## src/rtl/mmio_gpio_ctrl.sv

```systemverilog
// Memory-mapped GPIO controller: synchronised and debounced inputs, register-driven
// outputs, per-bit edge capture with a level interrupt, single-cycle bus decode.
module mmio_gpio_ctrl #(
  parameter int unsigned WIDTH       = 16,
  parameter int unsigned SYNC_STAGES = 2,
  parameter int unsigned DEBOUNCE    = 4,
  parameter logic [31:0] BASE_ADDR   = 32'h0000_0400
) (
  input  logic             clk,
  input  logic             rst_n,
  input  logic             bus_valid,
  input  logic             bus_we,
  input  logic [31:0]      bus_addr,
  input  logic [31:0]      bus_wdata,
  output logic [31:0]      bus_rdata,
  output logic             bus_rvalid,
  output logic             bus_err,
  input  logic [WIDTH-1:0] gpio_in,
  output logic [WIDTH-1:0] gpio_out,
  output logic             irq
);

  localparam int unsigned CW = $clog2(DEBOUNCE + 1);
  localparam logic [CW-1:0] DB_LAST = CW'(DEBOUNCE - 1);

  localparam logic [2:0] OFF_IN   = 3'd0;
  localparam logic [2:0] OFF_OUT  = 3'd1;
  localparam logic [2:0] OFF_SET  = 3'd2;
  localparam logic [2:0] OFF_CLR  = 3'd3;
  localparam logic [2:0] OFF_STAT = 3'd4;
  localparam logic [2:0] OFF_IEN  = 3'd5;
  localparam logic [2:0] OFF_POL  = 3'd6;
  localparam logic [2:0] OFF_NONE = 3'd7;

  logic [SYNC_STAGES-1:0][WIDTH-1:0] sync_q;
  logic [WIDTH-1:0][CW-1:0]          cnt_q, cnt_d;
  logic [WIDTH-1:0] in_q, in_d, synced;
  logic [WIDTH-1:0] out_q, out_d, stat_q, stat_d, ien_q, ien_d, pol_q, pol_d;
  logic [WIDTH-1:0] wmask, evt;
  logic [31:0]      rd_mux;
  logic [2:0]       off;
  logic             hit, wr, rd;
  logic             unused_bits;

  // Address bits below word granularity and wdata bits above WIDTH carry no meaning.
  assign unused_bits = ^{bus_addr[1:0], bus_wdata};

  assign hit    = bus_valid && (bus_addr[31:5] == BASE_ADDR[31:5]);
  assign off    = bus_addr[4:2];
  assign wr     = hit && bus_we;
  assign rd     = hit && !bus_we;
  assign wmask  = bus_wdata[WIDTH-1:0];
  assign synced = sync_q[SYNC_STAGES-1];

  // Debounce: a differing synced bit must persist DEBOUNCE cycles before IN follows.
  always_comb begin
    in_d  = in_q;
    cnt_d = cnt_q;
    for (int i = 0; i < WIDTH; i++) begin
      if (synced[i] == in_q[i]) begin
        cnt_d[i] = '0;
      end else if (cnt_q[i] == DB_LAST) begin
        in_d[i]  = synced[i];
        cnt_d[i] = '0;
      end else begin
        cnt_d[i] = cnt_q[i] + CW'(1);
      end
    end
  end

  assign evt = ((in_d & ~in_q) & ~pol_q) | ((~in_d & in_q) & pol_q);

  // Register writes; a new edge event overrides a same-cycle W1C on that bit.
  always_comb begin
    out_d  = out_q;
    ien_d  = ien_q;
    pol_d  = pol_q;
    stat_d = stat_q;
    if (wr) begin
      case (off)
        OFF_OUT:  out_d  = wmask;
        OFF_SET:  out_d  = out_q | wmask;
        OFF_CLR:  out_d  = out_q & ~wmask;
        OFF_STAT: stat_d = stat_q & ~wmask;
        OFF_IEN:  ien_d  = wmask;
        OFF_POL:  pol_d  = wmask;
        default:  ;
      endcase
    end
    stat_d = stat_d | evt;
  end

  always_comb begin
    rd_mux = '0;
    case (off)
      OFF_IN:   rd_mux = 32'(in_q);
      OFF_OUT:  rd_mux = 32'(out_q);
      OFF_STAT: rd_mux = 32'(stat_q);
      OFF_IEN:  rd_mux = 32'(ien_q);
      OFF_POL:  rd_mux = 32'(pol_q);
      default:  rd_mux = '0;
    endcase
  end

  always_ff @(posedge clk or negedge rst_n) begin
    if (!rst_n) begin
      sync_q     <= '0;
      cnt_q      <= '0;
      in_q       <= '0;
      out_q      <= '0;
      stat_q     <= '0;
      ien_q      <= '0;
      pol_q      <= '0;
      bus_rdata  <= '0;
      bus_rvalid <= 1'b0;
      bus_err    <= 1'b0;
      irq        <= 1'b0;
    end else begin
      sync_q     <= {sync_q[SYNC_STAGES-2:0], gpio_in};
      cnt_q      <= cnt_d;
      in_q       <= in_d;
      out_q      <= out_d;
      stat_q     <= stat_d;
      ien_q      <= ien_d;
      pol_q      <= pol_d;
      bus_rvalid <= rd;
      bus_err    <= hit && (off == OFF_NONE);
      irq        <= |(stat_q & ien_q);
      if (rd) bus_rdata <= rd_mux;
    end
  end

  assign gpio_out = out_q;

endmodule

```

## config.mk

```make
export PLATFORM = sky130hd
export DESIGN_NAME = mmio_gpio_ctrl
export DESIGN_NICKNAME = d
export VERILOG_FILES = /design/src/rtl/mmio_gpio_ctrl.sv
export SDC_FILE = /design/constraint.sdc
export NUM_CORES = 1
export LEC_CHECK = 0
export BUFFER_PORTS_ARGS = -buffer_cell sky130_fd_sc_hd__buf_2
export CAP_MARGIN = 25
export CELL_PAD_IN_SITES_DETAIL_PLACEMENT = 0
export CELL_PAD_IN_SITES_GLOBAL_PLACEMENT = 1
export CORE_MARGIN = 2
export CORE_UTILIZATION = 45
export DETAILED_ROUTE_END_ITERATION = 7
export GPL_TIMING_DRIVEN = 0
export PLACE_DENSITY_LB_ADDON = 0.1
export SLEW_MARGIN = 40
export SYNTH_ARGS = -nofsm -noshare
export SYNTH_HDL_FRONTEND = slang
export SYNTH_SLANG_ARGS = --single-unit
```

## constraint.sdc

```tcl
create_clock -name clk -period 1.45 [get_ports clk]
set_input_delay 0.29 -clock clk [delete_from_list [all_inputs] [get_ports clk]]
set_output_delay 0.29 -clock clk [all_outputs]
set_load 0.005 [all_outputs]
```

==> key figures, run 1 <==
Floorplan
  • IO Pins: 135
  • # rows: 49
  • Core ar.: 18000 sq um
  • Vert. Die Dim: 139 microns
  • Die area: 19500 sq um
  • Die width: 139 microns
  • Initial core utilization: 0.460

STA
  • Slew @ Worst Pin: 0.779 ns
  • Final clock skew: 0.0109 ns
  • Final setup margin: -0.132 ns
  • Max Slew Vio Count: 0
  • Fin Setup TNS: -2.59 ns
  • Max Freq: 632 MHz
  • Fin. Hold Viols: 0
  • Final Setup Violations: 34
  • Tcrit/Tclk final: 1.09
  • Fin crit period: 1.58 ns
  • RSZ-0062 raised after global routing: true
  • Rel. slew slack: 0.480

Drt
  • Routed len/inst: 20.8 microns
  • DR vias/cell: 5.77
  • Initial drt markers: 452
  • Final wirelength: 22800 microns
  • DRC: 0
  • Total number of vias: 6336
  • TritonRoute pass-1 iters: 5
  • Antenna Nets Post-Route: 0

Synthesis
  • Post-Synthesis Cells: 682
  • Top cells by area, synth: dfrtp_1 54%, mux2_2 11%, nor3b_1 3.8%
  • Synth top area share: 0.542
  • Dominant synthesized flop cell: dfrtp_1
  • Post-synth EDFFs: 0
  • Distinct cells, synth: 38
  • Commonest cells post-synth: 179 x dfrtp_1, 80 x mux2_2, 42 x nor3b_1
  • Ys Warns: 0
  • Dominant cell type by area after synthesis: dfrtp_1
  • Synthesized area per cell: 12.1 sq um
  • Most instantiated library cell after synthesis: dfrtp_1
  • Synth Register Bits: 179
  • Post-synthesis async set-or-reset flop share: 1.00
  • Sequential share of the synthesized area: 0.542
  • Post-synthesis cell area: 8260 sq um

Layout
  • P&R area growth vs syn: 28.8%
  • Sequential cell area: 4480 sq um
  • Post-route insts no fill: 1099
  • Diode count: 0
  • Area of the multi-input gates: 3780 sq um
  • Fillers: 1501
  • Layout cells sized above 1: 0.349
  • Layout Nets: 957

Worst setup path
  • Worst-path maximum fanout: 10
  • CP startpoint kind: primary input
  • CP arrival: 1.96 ns
  • FF-to-FF setup slack: 0.02 ns
  • Element type at the critical path end: flop
  • Setup CP Type: in -> reg
  • Reg2Reg Launch Point: gpio_out[2]$_DFFE_PN0P_
  • R2r endpoint: bus_rdata[2]$_DFFE_PN0P_
  • WP data required: 1.83 ns
  • Reg2reg path depth: 4

Run status
  • Failing checks: negative setup slack
  • Outcome: complete, but fails checks

Clock network
  • CTS Buffer Depth: 2
  • Clock sink count: 179
  • Root Buffer: clkbuf_16
  • Worst-Skew Late Latency: 0.44 ns
  • CTS tree: done
  • H-tree depth: 4
  • Total CTS buffers: 17
  • Worst-path clk slew: 0.07 ns

Global routing
  • Total GRT Usage: 0.238
  • GRT overflow: 0
  • Global Route met3 Usage: 0.0609
  • Initial antenna violation count: 0
  • Vias in the first global route: 6437
  • Most Crowded Layer GR: met2
  • Met1 global-route usage: 0.315
  • Grt met2 use: 0.388
  • First-pass GRT wire length: 35700 microns
  • Largest net degree at the start of global routing: 71

Flow run
  • Max-Cap Viols: 0

Power
  • Pwr Density: 1250 nW/um^2
  • Lkg Pwr: 0.00512 uW
  • Peak supply drop: 851 uV

Placement
  • PortBufs: 99
  • Gpl congestion: 0.852
  • Placed cell count: 1027
  • Dpl hpwl: 15000 microns

Worst hold path
  • Source of the worst hold timing path: bus_wdata[6]
  • Hold Path End: pol_q[6]$_DFFE_PN0P_
  • Hold Path Stages: 2
  • Min-Delay Path Class: in -> reg
==> logic make-up (layout without fill, tap and decap cells) <==
| logic type | Yosys count | in the layout | synth area share |
|---|---|---|---|
| AND/OR/NAND/NOR | 191 | 191 | 0.152 |
| other | 1 | 16 | 0.000454 |
| adder cells (fa/ha/maj) | 16 | 16 | 0.0242 |
| AO/OA/AOI/OAI | 130 | 130 | 0.114 |
| multiplexers | 80 | 80 | 0.109 |
| XOR/XNOR | 16 | 16 | 0.0170 |
| flip-flops | 179 | 179 | 0.542 |
| buffers and inverters | 69 | 242 | 0.0411 |
==> report_power, final <==
part	total, uW	internal (uW)	switching [uW]
clock	4770	2620	2150
sequential	6140	5620	521
combinational	2330	1240	1090
==> final cells by class <==
cell class | count | area share
timing repair buffer | 142 | 0.0984
clock buffer | 17 | 0.0400
sequential | 179 | 0.421
multi-input combinational | 449 | 0.355
buffer | 50 | 0.0344
clock inverter | 15 | 0.0176
tap | 229 | 0.0269
inverter | 18 | 0.00635
==> state kept, by name (all words and copies together), names as in the netlist <==
| name | count |
|---|---|
| bus_err | 1 |
| synced | 16 |
| irq | 1 |
| cnt_q | 48 |
| stat_q | 16 |
| ien_q | 16 |
| in_q | 16 |
| bus_rdata | 16 |
| sync_q | 16 |
| gpio_out | 16 |
| pol_q | 16 |
| bus_rvalid | 1 |
==> per-layer routing <==
metal	routed length [microns]	up-vias
li1	-	2853
met1	9790	3191
met2	11100	263
met3	1580	29
met4	402	0
met5	0	-
==> worst max-delay path, stage by stage <==
cell	delay, ns
buf_6	0.10
nor4_4	0.26
buf_6	0.17
o2111ai_4	0.15
buf_1	0.35
o41ai_1	0.51
a211o_1	0.15
==> placed cells by master, fill, tap and decap left out, types with 16 or more instances in the layout <==
cell / Yosys / routed
buf_6: 2 / 19
nand2b_1: 27 / 27
inv_1: 18 / 17
ha_1: 16 / 16
nor2b_1: 25 / 25
dfrtp_1: 179 / 179
o22ai_1: 17 / 17
nand2_1: 24 / 23
mux2_2: 80 / 64
mux2_4: 0 / 16
buf_2: 4 / 91
nor3b_1: 42 / 42
xnor2_1: 16 / 16
conb_1: 1 / 16
buf_4: 16 / 29
dlygate4sd3_1: 0 / 17
a22oi_1: 32 / 32
a211o_1: 16 / 16
clkbuf_16: 0 / 19
==> worst max-delay path by stage <==
stage,startpoint,endpoint,slack (ns),cells past startpoint
6_report,bus_addr[28],gpio_out[1]$_DFFE_PN0P_,-0.13,7
5_1_grt,bus_addr[6],bus_rdata[2]$_DFFE_PN0P_,-0.16,9
4_1_cts,bus_addr[12],gpio_out[0]$_DFFE_PN0P_,-0.09,8
3_5_place_dp,bus_addr[7],bus_rdata[2]$_DFFE_PN0P_,-1.26,6
3_3_place_gp,rst_n,sync_q[14]$_DFF_PN0_,-2.68,1
2_1_floorplan,bus_addr[14],bus_rdata[0]$_DFFE_PN0P_,-0.50,5
==> stage by stage <==
stage / total power [uW] / hold WS (ns) / setup slack [ns] / instance area, sq um / util
6_report: 13200 / 0.156 / -0.132 / 10600 / 0.592
5_1_grt: 14000 / 0.153 / -0.156 / 10600 / 0.592
4_1_cts: 13400 / 0.148 / -0.0869 / 10400 / 0.582
3_5_place_dp: 8490 / 0.229 / -1.26 / 9270 / 0.516
3_3_place_gp: 8230 / 0.332 / -2.68 / 9210 / 0.513
2_1_floorplan: 7720 / -0.00559 / -0.499 / 8420 / -
==> what timing repair did <==
action / CTS / global route
endpoints found under the setup margin: 82 / 76
hold buffers: 17 / 0
pin swaps: 6 / 6
resized for setup: 64 / 43
buffers inserted: 18 / 4
hold endpoints to repair: 64 / 0
gates cloned: 1 / 2
No activity file was read; power rests on OpenSTA's default activity.
==> run 2, diff against run 1 <==
RECOVER_POWER = 25   (was unset)
==> run 2 against run 1 <==
Against the previous run:
- the flow still finishes with violations (negative setup slack)
- first-iteration DRC count stayed put
- register-to-register slack about the same
- via count about the same
- clock skew barely moved
- final area about the same
- sequential share of layout area about the same
- die area unchanged
- worst setup slack gained 0.0078 ns
- sequential power is essentially flat
- maximum frequency increased by 0.50%
- wire length about the same
- total power barely moved
- critical path type unchanged
==> key figures, run 2 (synthesis gave the netlist of run 1 again) <==
Worst setup path
  • Cells along the critical path: buf_6, nor4_4, buf_6, o2111ai_4, buf_1, o41ai_1, a211o_1
  • Reg2Reg Launch Point: gpio_out[2]$_DFFE_PN0P_
  • CP max-delay cell: o41ai_1
  • Setup CP Type: in -> reg
  • Element type at the critical path end: flop
  • CP startpoint kind: primary input
  • Worst Setup SP: bus_addr[28]
  • Crit-path most repeated cell: buf_6
  • Worst-path maximum fanout: 10
  • Slowest cell delay on critical path: 0.50 ns
  • CP arrival: 1.96 ns
  • WP data required: 1.83 ns

Floorplan
  • Die area: 19500 sq um
  • # rows: 49
  • Vert. Die Dim: 139 microns
  • Initial core utilization: 0.460
  • Die width: 139 microns
  • IO Pins: 135
  • Core ar.: 18000 sq um

Clock network
  • Worst-path clk slew: 0.07 ns
  • Total CTS buffers: 17
  • Root Buffer: clkbuf_16
  • Clock sink count: 179
  • CTS Buffer Depth: 2
  • H-tree depth: 4
  • CTS tree: done
  • Worst-Skew Late Latency: 0.44 ns

Drt
  • Antenna Nets Post-Route: 0
  • Total number of vias: 6331
  • DRC: 0
  • Routed len/inst: 20.8 microns
  • Initial drt markers: 452
  • Final wirelength: 22800 microns
  • DR vias/cell: 5.76
  • TritonRoute pass-1 iters: 4

Placement
  • Dpl hpwl: 15000 microns
  • Placement Cell Area: 9270 sq um
  • PortBufs: 99
  • Pre-CTS setup slack: -1.26 ns
  • Gpl congestion: 0.852

Power
  • Pwr Total: 13200 uW
  • Logic pwr share: 0.176
  • Pwr Density: 1250 nW/um^2
  • Switching share of power: 0.284
  • Peak supply drop: 851 uV
  • Switching power total: 3760 uW
  • Flop pwr share: 0.464
  • Clock power frac: 0.360
  • Int Pwr: 9480 uW
  • Lkg Pwr: 0.00511 uW

Run status
  • Failing checks: negative setup slack
  • Outcome: complete, but fails checks

Layout
  • Layout Nets: 957
  • P&R area growth vs syn: 28.7%
  • Commonest non-fill, non-tap cell in the layout: dfrtp_1
  • Diode count: 0
  • Layout cells sized above 1: 0.349
  • Max reg flops: 48
  • Most frequent cells in the layout: 179 x dfrtp_1, 91 x buf_2, 64 x mux2_2, 42 x nor3b_1, 32 x a22oi_1
  • Biggest register: cnt_q
  • Fillers: 1503
  • Design area: 10600 sq um

STA
  • Final clock skew: 0.0109 ns
  • Max Freq: 635 MHz
  • Final Setup Violations: 34
  • Rel. slew slack: 0.479
  • Fin crit period: 1.57 ns
  • Fin. Hold Viols: 0
  • Fin Setup TNS: -2.57 ns
  • RSZ-0062 raised after global routing: true
  • Max Slew Vio Count: 0
  • Slew @ Worst Pin: 0.782 ns
  • Tcrit/Tclk final: 1.09
  • Final setup margin: -0.124 ns

Global routing
  • Initial antenna violation count: 0
  • First-pass GRT wire length: 35700 microns
  • Global Route met3 Usage: 0.0609
  • Total GRT Usage: 0.238
  • Met1 global-route usage: 0.315
  • Grt met2 use: 0.388
  • Vias in the first global route: 6437
  • Largest net degree at the start of global routing: 71
  • GRT overflow: 0
  • Most Crowded Layer GR: met2

Worst hold path
  • Source of the worst hold timing path: bus_wdata[6]
  • Min-Delay Path Class: in -> reg

Flow run
  • Max-Cap Viols: 0
[run 2: cell types whose count changed in the layout (fill, tap and decap cells not counted), sizes merged]
cell	before	now
buf	150	149
clkbuf	42	43
[run 2: final timing paths]
path	depth (start not counted)	to	slack (ns)
max in group asynchronous	3	gpio_out[13]$_DFFE_PN0P_	0.16
hold reg to reg	0	synced[14]$_DFF_PN0_	0.35
setup reg to reg	4	bus_rdata[2]$_DFFE_PN0P_	0.02
setup / recovery	7	gpio_out[1]$_DFFE_PN0P_	-0.12
min in group asynchronous	2	bus_rdata[3]$_DFFE_PN0P_	0.48
hold / removal	2	pol_q[6]$_DFFE_PN0P_	0.16
[run 2: what timing repair did]
item / 4_1_cts / 5_1_grt
endpoints found under the hold margin: 64 / 0
gates cloned: 1 / 2
endpoints found under the setup margin: 82 / 76
pin swaps: 6 / 6
resized for setup: 64 / 43
buffers inserted: 18 / 4
hold buffers: 17 / 0
[run 2: per-stage QoR]
stage	utilization	hold slack, ns	cells
3_5_place_dp	0.516	0.229	1027
5_1_grt	0.592	0.153	1099
3_3_place_gp	0.513	0.332	1025
6_report	0.592	0.156	1099
4_1_cts	0.582	0.148	1095
2_1_floorplan	-	-0.00559	697
[run 2: power by group through the flow]
stage	registers (uW)	clock network [uW]	logic, uW
floorplan	6080	0	1640
global placement	6170	0	2060
detailed placement	6240	0	2250
CTS	6140	4880	2330
global route	6240	5120	2640
finish	6140	4770	2330
[run 2: final cells by class]
type,count,area [sq um],share of cell area
Inverter,18,67.6,0.00636
Clock inverter,15,188,0.0177
Multi-Input combinational cell,449,3780,0.355
Tap cell,229,287,0.0270
Clock buffer,17,425,0.0400
Sequential cell,179,4480,0.422
Timing Repair Buffer,142,1040,0.0977
Buffer,50,365,0.0344
[run 2: critical path, delay by kind of cell]
family          cells  cell delay (ns)
buf+inv             3             0.61
simple gates        1             0.26
compound gates      3             0.80
[run 2: per-layer routing]
layer	vias to the layer above	routed length, microns
met4	0	402
li1	2854	-
met5	-	0
met1	3185	9780
met2	263	11100
met3	29	1570
